### src/rtl/oam_access_arbiter.sv
// OAM port arbiter: PPU sprite reads share the single-port OAM with CPU
// stores, which are posted into a small in-order write FIFO. Reads win the
// port unless vblank is active or the FIFO head has waited too long.
module oam_access_arbiter #(
    parameter int ADDR_W     = 6,
    parameter int DATA_W     = 32,
    parameter int FIFO_DEPTH = 4,
    parameter int STARVE_LIM = 8
) (
    input  logic                            clk,
    input  logic                            rst,
    input  logic                            cpu_oam_we,
    input  logic [ADDR_W-1:0]               cpu_oam_addr,
    input  logic [DATA_W-1:0]               cpu_oam_wdata,
    output logic                            cpu_stall,
    input  logic                            vblank,
    input  logic                            ppu_rd_req,
    input  logic [ADDR_W-1:0]               ppu_rd_addr,
    output logic                            ppu_rd_gnt,
    output logic                            ppu_rd_valid,
    output logic [DATA_W-1:0]               ppu_rd_data,
    output logic                            oam_en,
    output logic                            oam_we,
    output logic [ADDR_W-1:0]               oam_addr,
    output logic [DATA_W-1:0]               oam_wdata,
    input  logic [DATA_W-1:0]               oam_rdata,
    output logic [$clog2(FIFO_DEPTH):0]     fifo_count
);

    localparam int PTR_W = $clog2(FIFO_DEPTH);
    localparam int CNT_W = PTR_W + 1;
    localparam int STV_W = $clog2(STARVE_LIM + 1);
    localparam logic [CNT_W-1:0] FULL_CNT   = CNT_W'(FIFO_DEPTH);
    localparam logic [STV_W-1:0] STV_RELOAD = STV_W'(STARVE_LIM - 1);

    // Port owner for the current cycle, listed in priority order.
    typedef enum logic [2:0] {
        SEL_IDLE,
        SEL_FORCE,
        SEL_VBLANK,
        SEL_PPU,
        SEL_DRAIN
    } sel_e;

    logic [ADDR_W-1:0] addr_mem [FIFO_DEPTH];
    logic [DATA_W-1:0] data_mem [FIFO_DEPTH];
    logic [PTR_W-1:0]  wr_ptr;
    logic [PTR_W-1:0]  rd_ptr;
    logic [CNT_W-1:0]  count_q;

    // Down-counter of cycles the head may still wait; terminal count 0
    // corresponds to STARVE_LIM-1 consecutive undrained cycles.
    logic [STV_W-1:0]  starve_left;

    logic              rd_valid_q;
    logic [DATA_W-1:0] rd_data_q;

    sel_e              sel;
    logic              fifo_empty;
    logic              starved;
    logic              push;
    logic              pop;

    assign fifo_empty = (count_q == '0);
    assign starved    = !fifo_empty && (starve_left == '0);
    assign cpu_stall  = cpu_oam_we && (count_q == FULL_CNT);
    assign push       = cpu_oam_we && !cpu_stall;
    assign fifo_count = count_q;

    // Choose the port owner; no OAM access is issued while in reset.
    always_comb begin
        sel = SEL_IDLE;
        if (rst) begin
            sel = SEL_IDLE;
        end else if (starved) begin
            sel = SEL_FORCE;
        end else if (vblank && !fifo_empty) begin
            sel = SEL_VBLANK;
        end else if (ppu_rd_req) begin
            sel = SEL_PPU;
        end else if (!fifo_empty) begin
            sel = SEL_DRAIN;
        end
    end

    // Drive the OAM port, PPU grant and FIFO pop from the selected owner.
    always_comb begin
        oam_en     = 1'b0;
        oam_we     = 1'b0;
        oam_addr   = '0;
        oam_wdata  = '0;
        ppu_rd_gnt = 1'b0;
        pop        = 1'b0;
        case (sel)
            SEL_FORCE, SEL_VBLANK, SEL_DRAIN: begin
                oam_en    = 1'b1;
                oam_we    = 1'b1;
                oam_addr  = addr_mem[rd_ptr];
                oam_wdata = data_mem[rd_ptr];
                pop       = 1'b1;
            end
            SEL_PPU: begin
                oam_en     = 1'b1;
                oam_addr   = ppu_rd_addr;
                ppu_rd_gnt = 1'b1;
            end
            default: begin
            end
        endcase
    end

    // Posted-write FIFO storage, pointers and occupancy.
    always_ff @(posedge clk) begin
        if (rst) begin
            wr_ptr  <= '0;
            rd_ptr  <= '0;
            count_q <= '0;
            for (int i = 0; i < FIFO_DEPTH; i++) begin
                addr_mem[i] <= '0;
                data_mem[i] <= '0;
            end
        end else begin
            if (push) begin
                addr_mem[wr_ptr] <= cpu_oam_addr;
                data_mem[wr_ptr] <= cpu_oam_wdata;
                wr_ptr           <= wr_ptr + 1'b1;
            end
            if (pop) begin
                rd_ptr <= rd_ptr + 1'b1;
            end
            case ({push, pop})
                2'b10:   count_q <= count_q + 1'b1;
                2'b01:   count_q <= count_q - 1'b1;
                default: count_q <= count_q;
            endcase
        end
    end

    // Anti-starvation timer: reload on pop or empty FIFO, else count down to 0.
    always_ff @(posedge clk) begin
        if (rst || pop || fifo_empty) begin
            starve_left <= STV_RELOAD;
        end else if (starve_left != '0) begin
            starve_left <= starve_left - 1'b1;
        end
    end

    // Read return: valid one cycle after grant, data held until the next valid.
    always_ff @(posedge clk) begin
        if (rst) begin
            rd_valid_q <= 1'b0;
            rd_data_q  <= '0;
        end else begin
            rd_valid_q <= ppu_rd_gnt;
            if (rd_valid_q) begin
                rd_data_q <= oam_rdata;
            end
        end
    end

    // RAM output is live during the valid cycle; the register holds it after.
    assign ppu_rd_valid = rd_valid_q;
    assign ppu_rd_data  = rd_valid_q ? oam_rdata : rd_data_q;

endmodule

### config.mk
export PLATFORM = sky130hd
export DESIGN_NAME = oam_access_arbiter
export DESIGN_NICKNAME = d
export VERILOG_FILES = /design/src/rtl/oam_access_arbiter.sv
export SDC_FILE = /design/constraint.sdc
export NUM_CORES = 1
export LEC_CHECK = 0
export CAP_MARGIN = 0
export CELL_PAD_IN_SITES_DETAIL_PLACEMENT = 1
export CELL_PAD_IN_SITES_GLOBAL_PLACEMENT = 2
export CORE_MARGIN = 2
export CORE_UTILIZATION = 38
export CTS_BUF_LIST = sky130_fd_sc_hd__clkbuf_4
export CTS_CLUSTER_DIAMETER = 150
export DETAILED_ROUTE_END_ITERATION = 8
export MAX_ROUTING_LAYER = met4
export PLACE_DENSITY_LB_ADDON = 0.1
export RECOVER_POWER = 100
export SYNTH_ARGS = -nofsm -noshare
export SYNTH_HDL_FRONTEND = slang
export SYNTH_SLANG_ARGS = --single-unit
### constraint.sdc
create_clock -name clk -period 5.8 [get_ports clk]
set_input_delay 1.16 -clock clk [delete_from_list [all_inputs] [get_ports clk]]
set_output_delay 1.16 -clock clk [all_outputs]
set_load 0.02 [all_outputs]
# Yosys cells after proc, flatten, opt, wreduce, memory -nomap -nowiden
# Memories as Yosys holds them, arrays and structs flattened. A register that Yosys moved wholly into a read port is not among the register bits.
# Index checks and enable logic that the tools add are counted.
# Widths: inputs -> output; s select.
# op_classes
n_eq_ne	7
n_mux	27
n_addsub	5
reduce_logical	16
# ops
cell	n
$mux 32	3
$reduce_or 32->1	1
$mux 3	5
$mux 2	6
$pmux 6 s2	1
$mux 1	10
$eq 3x2->1 const B	2
$eq 3x3->1 const B	2
$mux 6	1
$pmux 3 s2	1
$reduce_or 6->1	1
$add 2x1->2 const B	2
$logic_and 1x1->1	4
$logic_not 4->1	1
$reduce_bool 4->1	1
$reduce_or 4->1	1
$sub 4x1->4 const B	1
$add 3x1->3 const B	1
$eq 3x1->1 const B	1
$logic_not 3->1	1
$reduce_or 3->1	1
$sub 3x1->3 const B	1
$eq 2x1->1 const B	1
$eq 2x2->1 const B	1
other kinds (3)	5
# totals
mem_bits_rw	152
in_bits	81
n_memories	2
output_inout_bits	78
ff_bits	44
elab_cells	63
# memory_table
memory	depth	width	read_ports	rd_ports_with_merged_regs	wr	line	source
data_mem	4	32	1	1	4	46	logic [DATA_W-1:0] data_mem [FIFO_DEPTH];
addr_mem	4	6	1	1	4	45	logic [ADDR_W-1:0] addr_mem [FIFO_DEPTH];

# Depth between registers and ports, before layout
# depth
word_depth	11
depth_mapped	12
ltp_nobuf	11

# Least setup slack after synthesis
# No wires, ideal clock.
# synth_path
path_kind	input port to flip-flop
start	in cpu_oam_we
end	mem addr_mem[1][0], enable pin
t_arrival_ps	3975
t_required_ps	5314
setup_time_ps	486
setup_slack_ps	1339
path_buffers	0
cell_stages	2
path_cell_list	nand3_1 -> o21ai_0
# synth_lines
element	line	source
start: declaration	12	input logic cpu_oam_we,
end: declaration	45	

# Worst setup path after layout
# layout_path
start	in ppu_rd_req
end	out oam_wdata[0]
# layout_between
elab_chain_cells	7
word_cells_on_any_way	9
cone_classes	eq/ne: 3; mux: 5; reduce/logical: 1
# layout_rtl
element	line	source
start: declaration	17	input logic ppu_rd_req,
$mux 3 (*)	79	end else if (ppu_rd_req) begin
$mux 3 (*)	77	end else if (vblank && !fifo_empty) begin
$mux 3 (*)	75	end else if (starved) begin
$mux 3 (*)	73	if (rst) begin
$eq 3x1->1 (tied with other cells)	94	case (sel)
$reduce_or 3->1 (*)	n/a	
$mux 32 (*)	94	
end: declaration	25	output logic [DATA_W-1:0] oam_wdata,
# Mark *: on every way between the ends. The rest lies on a longest branch, timed or not.

==> flow_metrics.py <==
metrics = {
    "pwr": {
        "vdd_drop_max_mv": 0.141,
        "powerDensity_nw_per_um2": 325,
        "p_leak_nw": 4.08,
    },
    "cells_and_area": {
        "fillers": 2372,
        "final_cells": 1096,
        "drive_above_1_share_pct": 15.6,
        "layout-area-overhead-vs-synth_pct": 23.1,
        "num-nets-final": 846,
    },
    "die": {
        "core_um2": 23300,
        "rows": 56,
        "start_util_pct": 38.4,
        "die_x_um": 158,
        "io_pins": 159,
        "design.die.area_um2": 24800,
        "die_y_um": 158,
    },
    "clock_tree": {
        "cts_buffer_depth": 2,
        "cts_sinks": 198,
        "cts_tree": "done",
        "cts_resized": 0,
        "h-tree-depth": 4,
        "insertion_delay_ns": 0.59,
        "numCtsBuffers": 17,
        "cts_root_buf": "clkbuf_4",
        "clk_pin_slew_worst_paths_ns": 0.18,
        "hold_buffers": 0,
        "post_cts_buffers": 0,
    },
    "min_path": {
        "worstHoldStart": "rd_ptr[1]",
        "worstHoldPathType": "reg -> reg",
        "min_path_cells": 1,
    },
    "place": {
        "numPlacedInstances": 1061,
        "io_buffers": 158,
        "place_hpwl_um": 12800,
        "place_congestion": 0.711,
    },
    "synth": {
        "synth.top_cell.area_share_pct": 51.0,
        "synth_top_family_by_area": "simple AND/OR/NAND/NOR gates",
        "synth_warnings": 0,
        "synth.distinct_cells": 44,
        "synth-simple-area-share_pct": 18.7,
        "syn-cell-area_um2": 8960,
        "synth_seq_cells": 198,
        "ys_seq_area_share_pct": 61.2,
        "syn_area_per_cell_um2": 14.7,
        "synth_fa_ha_area_share_pct": 0.643,
        "synth_xor_area_share_pct": 0.196,
        "synth_fp_nets": 695,
        "synth_area_leaders": "edfxtp_1, and2_1, dfxtp_1, mux4_2, mux2_2",
        "netlist_instances": 610,
        "synth_compound_gate_area_share_pct": 1.45,
        "synthMuxAreaShare_pct": 14.0,
        "synth_largest_area_cell": "edfxtp_1",
    },
    "detailed_routing": {
        "wl_per_cell_um": 19.3,
        "wl_um": 21100,
        "wl_met3_um": 1160,
        "drt-initial-drc-count": 238,
        "top_layer": "met4",
        "vias_per_cell": 4.82,
        "firstDrtPassIters": 4,
        "num_vias": 5280,
        "met1_length_um": 9150,
        "drc_errors": 0,
        "postRouteAntennaNets": 0,
        "wl_met2_um": 10600,
    },
    "critical_path": {
        "worst_ep_required_time_ns": 4.64,
        "reg2reg_depth": 5,
        "crit_chain": "dlygate4sd3_1, nand2b_1, o211ai_4, clkbuf_2, nor2b_1, dlygate4sd3_1",
        "end_kind": "primary output",
        "cp-start-kind": "input port",
        "reg2reg_to": "data_mem[0][5]",
        "cpMaxStageDelayCell": "o211ai_4",
        "regToRegSetupSlack_ns": 2.05,
        "critPathArrivalTime_ns": 3.93,
        "critPathKind": "in -> out",
        "critPathMaxFanout": 25,
        "rr_startpoint": "fifo_count[0]",
        "max_stage_delay_ns": 0.70,
        "cpMostUsedCell": "dlygate4sd3_1",
    },
    "timing": {
        "tns_ns": 0,
        "setup_viol": 0,
        "hold_viol": 0,
        "relSlewSlack_pct": -98.4,
        "tightest_slew_ns": 2.96,
        "whs_ns": 0.486,
        "finClkSkew_ns": 0.0299,
        "rsz0062_at_grt": "false",
        "slew_violations": 249,
        "fin_crit_ns": 5.09,
        "fmax_ghz": 0.196,
        "min_period_over_period_pct": 87.8,
    },
    "run": {
        "maxCapViolCount": 8,
    },
    "run_status": {
        "status": "finished, violations left",
        "violations": "max-capacitance violations, max-slew violations",
    },
    "grt": {
        "antenna_found_initial": 3,
        "grt_pass1_vias": 5780,
        "track_usage_pct": 18.3,
        "grt_first_pass_wirelength_um": 32500,
        "grt_max_degree": 40,
        "overflow": 0,
    },
}
-- cells by family (layout without fill, tap and decap cells) --
| group | after synthesis | after routing |
|---|---|---|
| AND/OR/NAND/NOR | 255 | 255 |
| flip-flops | 198 | 198 |
| multiplexers | 74 | 74 |
| buffers and inverters | 59 | 223 |
| AO/OA/AOI/OAI | 18 | 18 |
| adder cells (fa/ha/maj) | 4 | 4 |
| XOR/XNOR | 2 | 2 |
| other | 0 | 3 |
-- metal layers --
metal	vias up	global-route usage, %
met5	-	-
met4	0	4.42
met3	13	3.94
met2	144	31.4
met1	2661	22.2
li1	2462	-
-- worst max path at each step --
stage | slack, ns | startpoint | endpoint | cells past startpoint
2_1_floorplan | 1.34 | cpu_oam_we | addr_mem[1][0] | 2
3_3_place_gp | 1.07 | ppu_rd_req | oam_wdata[11] | 6
3_5_place_dp | 0.97 | ppu_rd_req | oam_wdata[0] | 6
4_1_cts | 0.96 | ppu_rd_req | oam_wdata[0] | 6
5_1_grt | 0.51 | ppu_rd_req | oam_wdata[0] | 6
6_report | 0.71 | ppu_rd_req | oam_wdata[0] | 6
-- synthesized netlist by cell type, drive strengths merged --
library cell,number
or3b,1
mux2,32
o211ai,1
inv,21
nor3b,2
edfxtp,152
nand3b,1
ha,3
nand3,2
nor4,2
mux2i,4
nor2b,33
mux4,38
fa,1
clkbuf,13
xor2,2
or3,3
nor2,11
a21oi,3
and2,184
or4,1
o2111ai,1
or2,1
o32ai,6
nor3,3
nand2b,5
a2bb2oi,1
buf,25
nor4b,1
o21ai,5
a21o,1
nand2,5
dfxtp,46
-- cell usage in the layout (no fill, tap or decap), types with 3 or more instances in the layout --
cell,n
clkbuf_2,4
diode_2,3
nor2b_1,33
inv_1,21
and2_0,100
inv_6,5
ha_1,3
dfxtp_1,44
a21oi_1,3
nand2_1,5
clkbuf_4,17
nand2b_1,5
inv_8,4
edfxtp_1,152
nor2_1,11
dlygate4sd3_1,60
clkinv_8,3
mux2_1,18
clkbuf_1,6
mux2_2,14
and2_1,62
clkdlybuf4s50_1,98
o32ai_1,6
mux4_2,38
and2_2,22
mux2i_1,4
-- layout make-up --
cell class	count	area [µm²]	area share (%)
repair buffers	170	1640	14.9
diodes	3	7.51	0.0681
flip-flops and latches	198	5490	49.8
multi-input cells	353	3110	28.2
clock inverters	15	180	1.63
clock buffers	17	128	1.16
inverters	21	78.8	0.715
well taps	319	399	3.62
-- critical path: cells and delay by family --
kind	cells	cell delay (ns)
simple gates	2	0.27
compound gates	1	0.70
buf+inv	3	1.76
-- registers in the layout (all words and copies together), names as in the netlist, named ones only --
signal,count
rd_ptr,2
wr_ptr,2
starve_left,4
rd_data_q,32
data_mem,128
addr_mem,24
ppu_rd_valid,1
fifo_count,3
-- power by group --
| group | leakage [nW] | switching, W | internal [W] |
|---|---|---|---|
| sequential | 1.96 | 0.000105 | 0.00168 |
| clock | 0.166 | 0.000536 | 0.000242 |
| combinational | 1.95 | 0.000518 | 0.000506 |
-- metrics by stage --
stage / cell area, µm² / setup slack [ns] / power (W) / util, %
finish: 11000 / 0.705 / 0.00359 / 47.3
global route: 11000 / 0.514 / 0.00378 / 47.3
CTS: 11100 / 0.960 / 0.00371 / 47.7
detailed placement: 10800 / 0.970 / 0.00293 / 46.4
global placement: 10800 / 1.07 / 0.00290 / 46.4
floorplan: 8960 / 1.34 / 0.00247 / -
Power figures use the tool's default switching activity.
